### config.mk
export PLATFORM = sky130hd
export DESIGN_NAME = gps_signal_gen
export DESIGN_NICKNAME = d
export VERILOG_FILES = /design/src/rtl/gps_pkg.sv /design/src/rtl/gps_prn_lfsr.sv /design/src/rtl/gps_signal_gen.sv
export SDC_FILE = /design/constraint.sdc
export NUM_CORES = 1
export LEC_CHECK = 0
export BUFFER_PORTS_ARGS = -buffer_cell sky130_fd_sc_hd__buf_2
export CORE_ASPECT_RATIO = 0.75
export CORE_UTILIZATION = 40
export DETAILED_ROUTE_END_ITERATION = 7
export PLACE_DENSITY = 0.56
export SETUP_SLACK_MARGIN = 0.1
export SLEW_MARGIN = 40
export SYNTH_ARGS = -nofsm -noshare
export SYNTH_HDL_FRONTEND = slang
export SYNTH_SLANG_ARGS = --single-unit
### constraint.sdc
create_clock -name clk -period 3.3 [get_ports clk]
set_input_delay 0.495 -clock clk [delete_from_list [all_inputs] [get_ports clk]]
set_output_delay 0.495 -clock clk [all_outputs]
set_load 0.01 [all_outputs]
### src/rtl/gps_pkg.sv
// Shared constants and helpers for the GPS L1 C/A stimulus generator.
// Also intended for reuse by the receiver tracking channels.
package gps_pkg;

   localparam int CHIPS_PER_EPOCH = 1023;
   localparam int EPOCHS_PER_BIT  = 20;

   localparam logic [9:0] CHIP_LAST  = 10'(CHIPS_PER_EPOCH - 1);
   localparam logic [4:0] EPOCH_LAST = 5'(EPOCHS_PER_BIT - 1);

   localparam logic [2:0] ADDR_NOP         = 3'd0;
   localparam logic [2:0] ADDR_CARRIER_STEP = 3'd1;
   localparam logic [2:0] ADDR_CODE_STEP    = 3'd2;
   localparam logic [2:0] ADDR_G2_INIT      = 3'd3;
   localparam logic [2:0] ADDR_CARRIER_LOAD = 3'd4;
   localparam logic [2:0] ADDR_CODE_LOAD    = 3'd5;
   localparam logic [2:0] ADDR_CLR_UNDERRUN = 3'd6;

   localparam logic [31:0] CARRIER_STEP_RST = 32'h01FF_0000;
   localparam logic [31:0] CODE_STEP_RST    = 32'h0FFF_0000;

   // Bit k holds LFSR stage k+1; stage 10 (bit 9) is the output stage.
   localparam logic [9:0] G1_TAPS      = 10'b10_0000_0100;
   localparam logic [9:0] G2_TAPS      = 10'b11_1010_0110;
   localparam logic [9:0] G1_INIT      = 10'b11_1111_1111;
   localparam logic [9:0] G2_INIT_PRN1 = 10'b00_1101_1111;

   function automatic logic [9:0] lfsr_shift(
      input logic [9:0] state,
      input logic [9:0] taps
   );
      return {state[8:0], ^(state & taps)};
   endfunction

endpackage

### src/rtl/gps_prn_lfsr.sv
// G1/G2 Gold-code generator for GPS C/A codes.
// Shifts on i_shift; i_reload restarts the code period from i_g2_init.
module gps_prn_lfsr
   import gps_pkg::*;
(
   input  logic       clk,
   input  logic       reset,
   input  logic       i_shift,
   input  logic       i_reload,
   input  logic [9:0] i_g2_init,
   output logic       o_chip
);

   logic [9:0] r_g1;
   logic [9:0] r_g2;

   always_ff @(posedge clk) begin
      if (reset) begin
         r_g1 <= G1_INIT;
         r_g2 <= G2_INIT_PRN1;
      end else if (i_reload) begin
         r_g1 <= G1_INIT;
         r_g2 <= i_g2_init;
      end else if (i_shift) begin
         r_g1 <= lfsr_shift(r_g1, G1_TAPS);
         r_g2 <= lfsr_shift(r_g2, G2_TAPS);
      end
   end

   assign o_chip = r_g1[9] ^ r_g2[9];

endmodule

### src/rtl/gps_signal_gen.sv
// Baseband GPS L1 C/A transmitter: 1-bit IF sample =
// carrier sign ^ C/A chip ^ nav data bit.
module gps_signal_gen
   import gps_pkg::*;
(
   input  logic        clk,
   input  logic        reset,
   input  logic        i_enable,
   input  logic [2:0]  i_address,
   input  logic [31:0] i_data_value,
   input  logic        i_nav_bit,
   input  logic        i_nav_valid,
   output logic        o_nav_ready,
   output logic        o_sample_out,
   output logic        o_code_chip,
   output logic [3:0]  o_carrier_phase_upper,
   output logic        o_epoch,
   output logic        o_bit_edge,
   output logic        o_underrun
);

   logic [31:0] r_carrier_step;
   logic [31:0] r_code_step;
   logic [9:0]  r_g2_init;
   logic [31:0] r_carrier_acc;
   logic [31:0] r_code_acc;
   logic [9:0]  r_chip_cnt;
   logic [4:0]  r_epoch_cnt;
   logic        r_nav_buf;
   logic        r_nav_full;
   logic        r_cur_bit;
   logic        r_underrun;
   logic        r_sample;

   logic        w_wr_carrier_step;
   logic        w_wr_code_step;
   logic        w_wr_g2_init;
   logic        w_carrier_load;
   logic        w_code_load;
   logic        w_clr_underrun;
   logic [32:0] w_code_sum;
   logic        w_chip_tick;
   logic        w_epoch;
   logic        w_bit_edge;
   logic        w_nav_xfer;
   logic        w_underrun_set;
   logic        w_chip;

   assign w_wr_carrier_step = (i_address == ADDR_CARRIER_STEP);
   assign w_wr_code_step    = (i_address == ADDR_CODE_STEP);
   assign w_wr_g2_init      = (i_address == ADDR_G2_INIT);
   assign w_carrier_load    = (i_address == ADDR_CARRIER_LOAD);
   assign w_code_load       = (i_address == ADDR_CODE_LOAD);
   assign w_clr_underrun    = (i_address == ADDR_CLR_UNDERRUN);

   // Chip tick is the carry out of the code NCO; a phase load suppresses it.
   assign w_code_sum  = {1'b0, r_code_acc} + {1'b0, r_code_step};
   assign w_chip_tick = i_enable & ~reset & ~w_code_load & w_code_sum[32];
   assign w_epoch     = w_chip_tick & (r_chip_cnt == CHIP_LAST);
   assign w_bit_edge  = w_epoch & (r_epoch_cnt == EPOCH_LAST);

   assign w_nav_xfer     = i_nav_valid & ~r_nav_full;
   assign w_underrun_set = w_bit_edge & ~r_nav_full & ~w_nav_xfer;

   always_ff @(posedge clk) begin
      if (reset) begin
         r_carrier_step <= CARRIER_STEP_RST;
         r_code_step    <= CODE_STEP_RST;
         r_g2_init      <= G2_INIT_PRN1;
      end else begin
         if (w_wr_carrier_step) r_carrier_step <= i_data_value;
         if (w_wr_code_step)    r_code_step    <= i_data_value;
         if (w_wr_g2_init)      r_g2_init      <= i_data_value[9:0];
      end
   end

   always_ff @(posedge clk) begin
      if (reset) begin
         r_carrier_acc <= '0;
         r_code_acc    <= '0;
      end else begin
         if (w_carrier_load)
            r_carrier_acc <= i_data_value;
         else if (i_enable)
            r_carrier_acc <= r_carrier_acc + r_carrier_step;
         if (w_code_load)
            r_code_acc <= i_data_value;
         else if (i_enable)
            r_code_acc <= w_code_sum[31:0];
      end
   end

   always_ff @(posedge clk) begin
      if (reset) begin
         r_chip_cnt  <= '0;
         r_epoch_cnt <= '0;
      end else if (w_chip_tick) begin
         if (w_epoch) begin
            r_chip_cnt  <= '0;
            r_epoch_cnt <= (r_epoch_cnt == EPOCH_LAST) ? '0
                                                       : r_epoch_cnt + 5'd1;
         end else begin
            r_chip_cnt <= r_chip_cnt + 10'd1;
         end
      end
   end

   gps_prn_lfsr u_prn (
      .clk       (clk),
      .reset     (reset),
      .i_shift   (w_chip_tick),
      .i_reload  (w_epoch),
      .i_g2_init (r_g2_init),
      .o_chip    (w_chip)
   );

   // An arriving bit at an empty-buffer boundary bypasses the buffer.
   always_ff @(posedge clk) begin
      if (reset) begin
         r_nav_buf  <= 1'b0;
         r_nav_full <= 1'b0;
         r_cur_bit  <= 1'b0;
      end else if (w_bit_edge) begin
         r_nav_full <= 1'b0;
         if (r_nav_full)
            r_cur_bit <= r_nav_buf;
         else if (w_nav_xfer)
            r_cur_bit <= i_nav_bit;
         else
            r_cur_bit <= 1'b0;
      end else if (w_nav_xfer) begin
         r_nav_buf  <= i_nav_bit;
         r_nav_full <= 1'b1;
      end
   end

   always_ff @(posedge clk) begin
      if (reset)
         r_underrun <= 1'b0;
      else if (w_underrun_set)
         r_underrun <= 1'b1;
      else if (w_clr_underrun)
         r_underrun <= 1'b0;
   end

   always_ff @(posedge clk) begin
      if (reset)
         r_sample <= 1'b0;
      else
         r_sample <= r_carrier_acc[31] ^ w_chip ^ r_cur_bit;
   end

   assign o_nav_ready           = ~r_nav_full;
   assign o_sample_out          = r_sample;
   assign o_code_chip           = w_chip;
   assign o_carrier_phase_upper = r_carrier_acc[31:28];
   assign o_epoch               = w_epoch;
   assign o_bit_edge            = w_bit_edge;
   assign o_underrun            = r_underrun;

endmodule

# [After elaboration in Yosys (flattened, before gate mapping)]
# Index checks and enable logic that the tools add are counted.
[word_totals] regBits=178 in_bits=40 out_inout_bits=10 word_cells=64
[classes] add_sub_neg=4 n_eq_ne=8 muxes=12 bitwise=16 reduce_logical=10
[ops] op="2-to-1 mux 32 bit" count=4
[ops] op="adder 32 x 32 -> 33 bit" count=1
[ops] op="adder 32 bit" count=1
[ops] op="2-to-1 mux 10 bit" count=3
[ops] op="XOR reduction 10 bit" count=2
[ops] op="adder 10 x 1 -> 10 bit (second input constant)" count=1
[ops] op="equality test 10 bit (second input constant)" count=1
[ops] op="equality test 3 bit (second input constant)" count=3
[ops] op="AND 1 bit" count=8
[ops] op="nonzero test 2 bit" count=4
[ops] op="equality test 3 x 2 -> 1 bit (second input constant)" count=2
[ops] op="adder 5 x 1 -> 5 bit (second input constant)" count=1
[ops] op="equality test 5 bit (second input constant)" count=1
[ops] op="2-to-1 mux 5 bit" count=1
[ops] op="NOT 1 bit" count=5
[ops] op="2-to-1 mux 1 bit" count=4
[ops] op="AND reduction 2 bit" count=2
[ops] op="OR reduction 2 bit" count=2
[ops] op="equality test 3 x 1 -> 1 bit (second input constant)" count=1
[ops] op="bitwise XOR 1 bit" count=3

# [Logic depth before layout (Yosys ltp)]
# Gate-level depths: netlist (run 1).
[logic_depth] word_depth=9 depth_mapped=12 mapped_depth_nobuf=12

# [Hierarchy]
# Synthesis (run 1) repeated with hierarchy kept, for this count alone.
[unflattened] hier_cells=1326 hier_area_um2=10626.4
[modules_own_cells] mod="gps_signal_gen" instances=1 cells_each=1244 area_each_um2=9720.6 seq_area_each_um2=3163.0
[modules_own_cells] mod="gps_prn_lfsr" instances=1 cells_each=82 area_each_um2=905.9 seq_area_each_um2=400.4

# [Worst setup path before layout (run 1)]
# No wires, ideal clock.
[synth_path] path_type="register to output" startpoint="register r_code_step[0]" endpoint="output port o_bit_edge" arrival_time_ns=2.340 required_time_ns=2.805 setup_slack_ns=0.465 stages_incl_launch_ff=11 n_path_buf=1 cell_sequence="dfxtp_1 > ha_1 > fa_1 > a21oi_1 > o21ai_1 > a211oi_1 > nor3_2 > o211ai_1 > a31oi_4 > and2_1 > buf_2"
[synth_between] elab_chain_cells=4
[synth_lines] element="from (decl)" line_no="gps_signal_gen.sv:23" source="logic [31:0] r_code_step;"
[synth_lines] element="from (signal assigned)" line_no="gps_signal_gen.sv:72" source="if (w_wr_code_step) r_code_step <= i_data_value;"
[synth_lines] element="adder 32 x 32 -> 33 bit" line_no="gps_signal_gen.sv:57" source="assign w_code_sum = {1'b0, r_code_acc} + {1'b0, r_code_step};"
[synth_lines] element="AND 1 bit" line_no="gps_signal_gen.sv:58" source="assign w_chip_tick = i_enable & ~reset & ~w_code_load & w_code_sum[32];"
[synth_lines] element="AND 1 bit" line_no="gps_signal_gen.sv:59" source="assign w_epoch = w_chip_tick & (r_chip_cnt == CHIP_LAST);"
[synth_lines] element="AND 1 bit" line_no="gps_signal_gen.sv:60" source="assign w_bit_edge = w_epoch & (r_epoch_cnt == EPOCH_LAST);"
[synth_lines] element="to (decl)" line_no="gps_signal_gen.sv:18" source="output logic o_bit_edge,"
# Every way passes these cells.

# [Final worst setup path (run 1)]
# Ends and elaborated chain as after synthesis.

==> run metrics, run 1 <==
status=finished clean; clk sink count=~180; number of buffers created by CTS=17; via/cell ratio=5.55; clk slew on worst S/H paths=roughly 0.070 ns; final setup margin=0.115 ns; sw frac=0.326; largest net degree at the start of global routing=80; worst-skew pair later-pin latency=around 0.45 ns; Crit. End Element=output pin; clk_skew=0.0112 ns; Comb pwr share=0.274; die area=26500 sq um; commonest non-fill, non-tap cell in the layout=nand2_1; Placed Instances=1660; Non-Filler Instances=around 1700; Seq pwr share=0.389; Final setup violation count=0; Slew headroom=0.433; initial core utilization=0.411; synthesized instance count=1340; CTS max path bufs=2; Final Max Slew Viols=0; layout cell share with drive strength beyond 1=0.106; number of synthesized register bits=roughly 180; row cnt=50; Routed Antenna Nets=0; Ant. Diodes=0; number of flops mapped to enable cells by yosys=0; I/O pins=50; die height=141 um; Sum Neg Setup Slack=0 ns; Max Freq=0.314 GHz; worst slew pin tran=around 0.85 ns; CP startpoint kind=flip-flop; min Tclk post-route=3.18 ns; Syn. warnings=0; drt first-iter violations=roughly 720; Synth Net Count=1448; total number of vias=9449; port bufs=49; worst vdd ir=0.398 mV; gpl congestion=0.870; most frequent cells in the layout=nand2_1, dfxtp_1, a21oi_1; Design Area, Final=around 12000 sq um; Max Cap Viol=0; power per standard cell area=between 500 and 600 nW/um^2; clock network fraction of total power=0.337; Seq/Total Area, Yosys=0.345; H-tree depth=4; grt total ovfl=0; Hold Crit Class=in2reg; Post-Syn Area=between 10000 and 15000 sq um; Tot GR Track Use=0.228; leakage=roughly 5 nW; dpl ws=0.154 ns; P_int=4.14 mW; CTS tree=yes; placed cell areas=10800 sq um; top_reg_cell synth=dfxtp_1; crit-path max FO=3; WL per Instance=roughly 17 um; Syn Area/Cell=7.71 sq um; Layout area overhead=12.8%; Net Sw Power=2.00 mW; WL final=slightly below 30 mm; final period utilization=0.965; WHS=roughly 0.30 ns; root buffer cell=clkbuf_16; Yosys cell types=between 60 and 70; final net count=around 1500; cts hold-fix bufs=0; initial antenna violation count=0; CP required=2.80 ns; ys async rst share=0; Die W=188 um; detailed placement HPWL=19.2 mm; WS Path Type=reg2out; RSZ-0062 raised after global routing=true; Worst EP arrival=around 2.7 ns; number of global-route vias before repair=about 9000; first-pass GRT wire length=just under 50 mm; post-route DRC violation count=0; Final Hold Viols=0; TritonRoute pass-1 iters=7; core box area=25100 sq um
state kept, by name (all words and copies together) (netlist names), 5 cells and up:
signal	cells
u_prn.r_g2	10
r_epoch_cnt	5
r_code_acc	32
r_g2_init	10
r_chip_cnt	10
r_code_step	32
r_carrier_step	32
u_prn.r_g1	10
r_carrier_acc	32
power groups by stage:
stage / combinational (mW) / clock (mW) / sequential, mW
after floorplan: 1.28 / 0 / 2.41
after global placement: 1.63 / 0 / 2.42
after detailed placement: 1.63 / 0 / 2.43
after CTS: 1.64 / 2.12 / 2.38
after global routing: 1.89 / 2.21 / 2.40
final: 1.68 / 2.07 / 2.39
cells in the mapped netlist, types with 18 or more instances:
| library cell | instances | area (sq um) |
|---|---|---|
| a211oi_1 | 36 | 270 |
| ha_1 | 66 | 826 |
| nor2_1 | 83 | 312 |
| nor3_1 | 24 | 120 |
| nand3_1 | 48 | 240 |
| nand2_1 | 266 | 998 |
| clkbuf_1 | 72 | 270 |
| mux2i_1 | 26 | 260 |
| xnor2_1 | 38 | 333 |
| xor2_1 | 25 | 219 |
| inv_1 | 23 | 86.3 |
| a21oi_1 | 163 | 816 |
| a21o_1 | 31 | 233 |
| o21ai_0 | 63 | 315 |
| and3_1 | 18 | 113 |
| dfxtp_1 | 178 | 3560 |
worst max-delay path, cell delays in order (launching register included):
cell and delay [ns]:
dfxtp_2 0.34, ha_4 0.16, fa_2 0.35, a21oi_2 0.19, o21ai_2 0.10, a211oi_2 0.22
buf_4 0.15, nor3_4 0.05, o211ai_1 0.26, a31oi_4 0.15, and2_4 0.17, buf_6 0.11
kinds of logic (layout without fill, tap and decap cells):
kind of cell,Yosys count,after routing,synth area share
adders and majority gates,68,68,0.0838
muxes,26,26,0.0252
AOI/OAI and AO/OA,395,395,0.236
buffers and inverters,108,132,0.0412
DFF,178,178,0.345
xor gates and xnor gates,63,63,0.0534
and+or+nand+nor,502,502,0.216
area by class of cell:
cell class	count	area, sq um
fill	2548	13500
multi-input combinational	1054	6470
clock buffer	17	425
tap	338	423
timing repair buffer	78	519
inverter	24	90.1
sequential	178	3570
clock inverter	13	153
metal layers:
layer / track usage / wire length [um] / part of all wire
met4: 0.0548 / 213 / 0.0073
met5: 0 / 0 / 0
met2: 0.334 / 12000 / 0.41
met3: 0.0353 / 1310 / 0.045
met1: 0.345 / 15700 / 0.54
what timing repair did:
action	4_1_cts	5_1_grt
resized for setup	14	11
gates cloned	0	1
setup endpoints to repair	2	9
endpoints found under the hold margin	0	0
pin swaps	9	10
buffers inserted	6	5
through the flow:
| stage | power (mW) | utilization |
|---|---|---|
| floorplan | 3.68 | - |
| global placement | 4.05 | 0.430 |
| detailed placement | 4.06 | 0.431 |
| CTS | 6.15 | 0.458 |
| global route | 6.50 | 0.463 |
| finish | 6.14 | 0.463 |
worst paths after layout:
path / from / end / slack, ns / cells after the start
hold / removal: i_nav_bit / r_nav_buf / 0.30 / 3
hold reg to reg: r_g2_init[9] / r_g2_init[9] / 0.46 / 2
setup / recovery: r_code_step[0] / o_bit_edge / 0.12 / 11
setup reg to reg: r_code_step[0] / r_code_acc[30] / 0.19 / 14
(Power assumes the default switching activity.)
==> inputs of run 2 (changes only) <==
--- a/config.mk
+++ b/config.mk
@@ -5,6 +5,7 @@
 export SDC_FILE = /design/constraint.sdc
 export NUM_CORES = 1
 export LEC_CHECK = 0
+export ABC_AREA = 1
 export BUFFER_PORTS_ARGS = -buffer_cell sky130_fd_sc_hd__buf_2
 export CORE_ASPECT_RATIO = 0.75
 export CORE_UTILIZATION = 40
==> run 2 against run 1 <==
Fmax is 5.7% higher. Largest cell class unchanged. Non-clock buffer count is 12 lower. Sequential power hardly changed. Global-route usage up 2.5 points. Critical path type unchanged. Utilization decreased by 1.1 points.
==> run metrics, run 2 <==
status=finished clean (unchanged); WL per Instance=16.9 um (was 17.2 um); Synth top area share=0.320 (was 0.345); WS Path Type=reg2out (unchanged); CP startpoint kind=flip-flop (unchanged); number of flops mapped to enable cells by yosys=0 (unchanged); Syn Area/Cell=6.50 sq um (was 7.71 sq um); via/cell ratio=5.39 (was 5.55); TritonRoute pass-1 iters=6 (was 7); gpl congestion=0.968 (was 0.870); Max Freq=0.332 GHz (was 0.314 GHz); Routed Antenna Nets=0 (unchanged); die area=28500 sq um (was 26500 sq um); port bufs=49 (unchanged); final period utilization=0.913 (was 0.965); Slew headroom=0.452 (was 0.433); core box area=27100 sq um (was 25100 sq um); final net count=1848 (was 1461); clk slew on worst S/H paths=0.07 ns (about the same); worst slew pin tran=0.815 ns (was 0.850 ns); initial core utilization=0.410 (was 0.411); area of the multi-input gates=6640 sq um (was 6470 sq um); layout cell share with drive strength beyond 1=0.0793 (was 0.106); synth cell count leaders=nand2_1, dfxtp_1, inv_1 (was nand2_1, dfxtp_1, a21oi_1); top_reg_cell synth=dfxtp_1 (unchanged); power per standard cell area=487 nW/um^2 (was 527 nW/um^2); Tot GR Track Use=0.253 (was 0.228); post-route DRC violation count=0 (unchanged); total number of vias=11300 (was 9449); first-pass GRT wire length=56.1 mm (was 48.4 mm); Crit. End Element=output pin (unchanged); RSZ-0062 raised after global routing=false (was true); Yosys cell types=41 (was 69); Post-Syn Area=11100 sq um (was 10300 sq um); initial antenna violation count=0 (unchanged); FF/Latch Area=3560 sq um (was 3570 sq um); Final setup violation count=0 (unchanged); cts hold-fix bufs=0 (unchanged); number of global-route vias before repair=10100 (was 8993); Max Cap Viol=0 (unchanged); Ant. Diodes=0 (unchanged); CTS tree=yes (unchanged); min Tclk post-route=3.01 ns (was 3.18 ns); drt first-iter violations=1006 (was 723); number of buffers created by CTS=17 (unchanged); Overall Power=5.98 mW (was 6.14 mW); Seq/Total Area, Yosys=0.320 (was 0.345); crit-path max FO=5 (was 3); leakage=5.73 nW (was 4.93 nW); CP required=2.80 ns (about the same); Layout area overhead=10.4% (was 12.8%); root buffer cell=clkbuf_16 (unchanged); CTS max path bufs=2 (unchanged); Sum Neg Setup Slack=0 ns (unchanged); fillers=2940 (was 2548); Final Hold Viols=0 (unchanged); clk_skew=0.00876 ns (was 0.0112 ns); grt total ovfl=0 (unchanged); WL final=35.6 mm (was 29.3 mm); Synth area leaders=dfxtp_1, nand2_1, ha_1, o21ai_0, a21oi_1 (was dfxtp_1, nand2_1, ha_1, a21oi_1, xnor2_1); detailed placement HPWL=26.8 mm (was 19.2 mm); Die W=195 um (was 188 um); Syn. warnings=0 (unchanged); largest net degree at the start of global routing=49 (was 80); Synth Net Count=1819 (was 1448); clk sink count=178 (unchanged); Hold Crit Class=in2reg (unchanged); Worst EP arrival=2.52 ns (was 2.69 ns); most frequent cells in the layout=nand2_1, dfxtp_1, inv_1 (was nand2_1, dfxtp_1, a21oi_1); row cnt=52 (was 50); Final Max Slew Viols=0 (unchanged); Yosys top cell by area=dfxtp_1 (unchanged); I/O pins=50 (unchanged); worst vdd ir=0.396 mV (was 0.398 mV); die height=146 um (was 141 um); number of synthesized register bits=178 (unchanged); most numerous cell in the Yosys netlist=nand2_1 (unchanged); ys async rst share=0 (unchanged); synthesized instance count=1711 (was 1340); worst-skew pair later-pin latency=0.45 ns (about the same); H-tree depth=4 (unchanged); commonest non-fill, non-tap cell in the layout=nand2_1 (unchanged)
-- run 2: changes by cell type after synthesis, moves of 9 or more --
cell | previous run | this run
nand3b_1 | 5 | 14
xnor2_1 | 38 | 14
mux2i_1 | 26 | 0
and3_1 | 18 | 0
o21ai_0 | 63 | 159
nor2_1 | 83 | 167
a211oi_1 | 36 | 0
clkbuf_1 | 72 | 35
a21o_1 | 31 | 3
nand3_1 | 48 | 106
nand2_1 | 266 | 471
a31oi_1 | 12 | 25
inv_1 | 23 | 170
a21oi_1 | 163 | 153
-- run 2: final timing paths --
kind	from	to	slack, ns	cells after the start
min	i_nav_valid	r_nav_full	0.30	3
min reg2reg	r_g2_init[1]	r_g2_init[1]	0.47	2
max reg2reg	r_code_step[0]	u_prn.r_g2[7]	0.51	15
max	r_code_step[0]	o_bit_edge	0.29	13
-- run 2: final cells by class --
class                           count  share of cell area
Multi-Input combinational cell   1297               0.541
Inverter                          180              0.0550
Tap cell                          351              0.0358
Timing Repair Buffer               66              0.0314
Clock buffer                       19              0.0361
Clock inverter                     12              0.0109
Sequential cell                   178               0.290
-- run 2: critical path, stage by stage, from the launching register on --
cell	delay [ns]
dfxtp_1	0.32
ha_1	0.23
fa_2	0.36
nand2_1	0.09
nand2_1	0.09
nand3_1	0.12
nand2_1	0.10
nand2_2	0.11
nand2_4	0.08
nand2_2	0.08
nand2_4	0.07
nand4_1	0.22
inv_1	0.06
buf_2	0.14
-- run 2: what timing repair did --
item	in CTS	in global routing
resized for setup	0	1
setup buffers	0	1
endpoints found under the setup margin	0	1
-- run 2: power breakdown --
group	total, mW	internal [mW]	switching (mW)
clock network	2.05	1.13	0.919
registers	2.36	2.29	0.0764
logic	1.56	0.523	1.04
-- run 2: cells by family after synthesis --
| group | after synthesis | synth area share |
|---|---|---|
| adders and majority gates | 68 | 0.0778 |
| buffers and inverters | 236 | 0.0843 |
| xor gates and xnor gates | 33 | 0.0260 |
| and+or+nand+nor | 822 | 0.310 |
| DFF | 178 | 0.320 |
| AOI/OAI and AO/OA | 374 | 0.181 |
-- run 2: stage by stage --
| step | utilization | setup slack [ns] | hold WS [ns] | instance area (sq um) | std cells |
|---|---|---|---|---|---|
| 2_1_floorplan | - | 0.960 | 0.425 | 11100 | 1711 |
| 3_3_place_gp | 0.430 | 0.556 | 0.445 | 11700 | 2070 |
| 3_5_place_dp | 0.431 | 0.480 | 0.448 | 11700 | 2071 |
| 4_1_cts | 0.452 | 0.234 | 0.291 | 12300 | 2102 |
| 5_1_grt | 0.453 | 0.137 | 0.324 | 12300 | 2103 |
| 6_report | 0.453 | 0.286 | 0.303 | 12300 | 2103 |
-- run 2: routing by layer --
| metal | vias to the layer above | share of wire | GRT usage |
|---|---|---|---|
| met2 | 397 | 0.38 | 0.344 |
| met1 | 5231 | 0.53 | 0.397 |
| met5 | - | 0 | 0 |
| li1 | 5675 | - | - |
| met4 | 0 | 0.012 | 0.0556 |
| met3 | 28 | 0.079 | 0.0524 |
==> inputs of run 3 (changes only) <==
==> constraint.sdc (replaced) <==
create_clock -name clk -period 3.1 [get_ports clk]
set_input_delay 0.465 -clock clk [delete_from_list [all_inputs] [get_ports clk]]
set_output_delay 0.465 -clock clk [all_outputs]
set_load 0.01 [all_outputs]
==> run 3 against run 2 <==
Clock power is 19% higher. Sequential share of layout area is 0.37 points lower. Wire length is 0.76% higher. Via count is 1.1% lower.
==> run metrics, run 3 (synthesis results as in run 2) <==
Slew headroom=0.475 (was 0.452); area of the multi-input gates=6680 sq um (was 6640 sq um); Final Hold Viols=0 (unchanged); gpl congestion=0.929 (was 0.968); min Tclk post-route=2.88 ns; clk sink count=178 (unchanged); Die W=195 um (unchanged); power per standard cell area=533 nW/um^2 (was 487 nW/um^2); WS Path Type=reg2out (unchanged); status=finished clean (unchanged); drt first-iter violations=853 (was 1006); Final Max Slew Viols=0 (unchanged); I/O pins=50 (unchanged); Final setup violation count=0 (unchanged); die height=146 um (unchanged); WL per Instance=17.0 um (was 16.9 um); number of buffers created by CTS=17 (unchanged); Hold Crit Class=in2reg (unchanged); die area=28500 sq um (unchanged); Hold Path Depth=3 (unchanged); RSZ-0062 raised after global routing=false (unchanged); Tot GR Track Use=0.256 (was 0.253); first-pass GRT wire length=56.6 mm (was 56.1 mm); worst slew pin tran=0.779 ns (was 0.815 ns); root buffer cell=clkbuf_16 (unchanged); core box area=27100 sq um (unchanged); Max Cap Viol=0 (unchanged); hold_sp=i_nav_valid (unchanged); Max Freq=0.348 GHz; RR Startpoint=r_carrier_step[0] (was r_code_step[0]); initial core utilization=0.410 (unchanged); row cnt=52 (unchanged); grt total ovfl=0 (unchanged); CP required=2.63 ns (was 2.80 ns); reg2reg path depth=13 (was 15); largest net degree at the start of global routing=50 (was 49); WL final=35.9 mm (was 35.6 mm); crit-path max FO=5 (unchanged); placed cell areas=11700 sq um (about the same); Worst EP arrival=2.41 ns (was 2.52 ns); clk slew on worst S/H paths=0.07 ns (about the same); detailed placement HPWL=27.1 mm (was 26.8 mm); total number of vias=11200 (was 11300); Routed Antenna Nets=0 (unchanged); Layout area overhead=11.8% (was 10.4%); H-tree depth=4 (unchanged); CP startpoint kind=flip-flop (unchanged); Sum Neg Setup Slack=0 ns (unchanged); Ant. Diodes=0 (unchanged); Design Area, Final=12400 sq um (was 12300 sq um); post-route DRC violation count=0 (unchanged); final net count=1854 (was 1848); commonest non-fill, non-tap cell in the layout=nand2_1 (unchanged); worst vdd ir=0.495 mV (was 0.396 mV); TritonRoute pass-1 iters=5 (was 6); Crit. End Element=output pin (unchanged); most frequent cells in the layout=nand2_1, dfxtp_1, inv_1 (unchanged); initial antenna violation count=0 (unchanged); CTS max path bufs=2 (unchanged); layout cell share with drive strength beyond 1=0.0865 (was 0.0793); final period utilization=0.928; R2R Setup Slk=0.55 ns (was 0.51 ns); via/cell ratio=5.32 (was 5.39); FF/Latch Area=3560 sq um (unchanged); leakage=5.76 nW (was 5.73 nW); port bufs=49 (unchanged); number of global-route vias before repair=10100 (about the same); fillers=2878 (was 2940); RR Endpoint=r_carrier_acc[28] (was u_prn.r_g2[7]); CTS tree=yes (unchanged); worst-skew pair later-pin latency=0.45 ns (about the same); clk_skew=0.0127 ns (was 0.00876 ns); Worst Hold End=r_nav_full (unchanged)
## run 3: cell types whose count changed in the layout (fill, tap and decap cells not counted), sizes merged
cell / change
clkbuf: +3
buf: +6
clkinvlp: -1
clkinv: -3
bufinv: +3
inv: -2
## run 3: layer usage
layer | track usage | share of wire | vias to the layer above
li1 | - | - | 5686
met1 | 0.411 | 0.53 | 5171
met2 | 0.348 | 0.39 | 336
met3 | 0.0455 | 0.071 | 19
met4 | 0.0472 | 0.0076 | 0
met5 | 0 | 0 | -
## run 3: worst max-delay path by stage
stage	from	endpoint	slack [ns]	cells past startpoint
floorplan	r_code_step[0]	o_epoch	0.79	13
global placement	r_code_step[0]	o_bit_edge	0.59	13
detailed placement	r_code_step[0]	o_bit_edge	0.58	13
CTS	r_code_step[0]	o_bit_edge	0.13	13
global route	r_code_step[6]	o_bit_edge	0.08	12
finish	r_code_step[0]	o_bit_edge	0.22	13
## run 3: per-stage QoR
step,worst slack [ns],cells,hold slack [ns],utilization,power [mW]
final,0.222,2109,0.273,0.458,6.63
after floorplan,0.790,1711,0.425,-,3.73
after global routing,0.0758,2109,0.287,0.458,7.01
after global placement,0.588,2074,0.442,0.431,4.18
after detailed placement,0.577,2075,0.455,0.432,4.20
after CTS,0.132,2106,0.257,0.456,6.65
## run 3: critical path, stage by stage, from the launching register on
cell and delay [ns]:
dfxtp_1 0.32, ha_2 0.19, fa_2 0.39, nand2_2 0.09
nand2_2 0.07, nand3_2 0.10, nand2_2 0.08, nand2_2 0.09
nand2_4 0.08, nand2_2 0.09, nand2_4 0.09, nand4_1 0.19
inv_1 0.06, buf_2 0.14
## run 3: cell type report
| cell class | instances | area share |
|---|---|---|
| clock buffers | 22 | 0.0373 |
| inverters | 180 | 0.0546 |
| well taps | 351 | 0.0353 |
| clock inverters | 9 | 0.0143 |
| multi-input cells | 1297 | 0.537 |
| repair buffers | 72 | 0.0346 |
| flip-flops and latches | 178 | 0.286 |
## run 3: timing repair
| item | CTS | global route |
|---|---|---|
| hold buffers | 0 | 0 |
| setup endpoints to repair | 2 | 2 |
| gates resized for setup | 2 | 11 |
| buffers inserted | 0 | 3 |
| pin swaps | 0 | 1 |
## run 3: power breakdown
group	internal, mW	total (mW)	switching, mW
Clock	1.47	2.44	0.967
Combinational	0.566	1.68	1.11
Sequential	2.43	2.52	0.0845
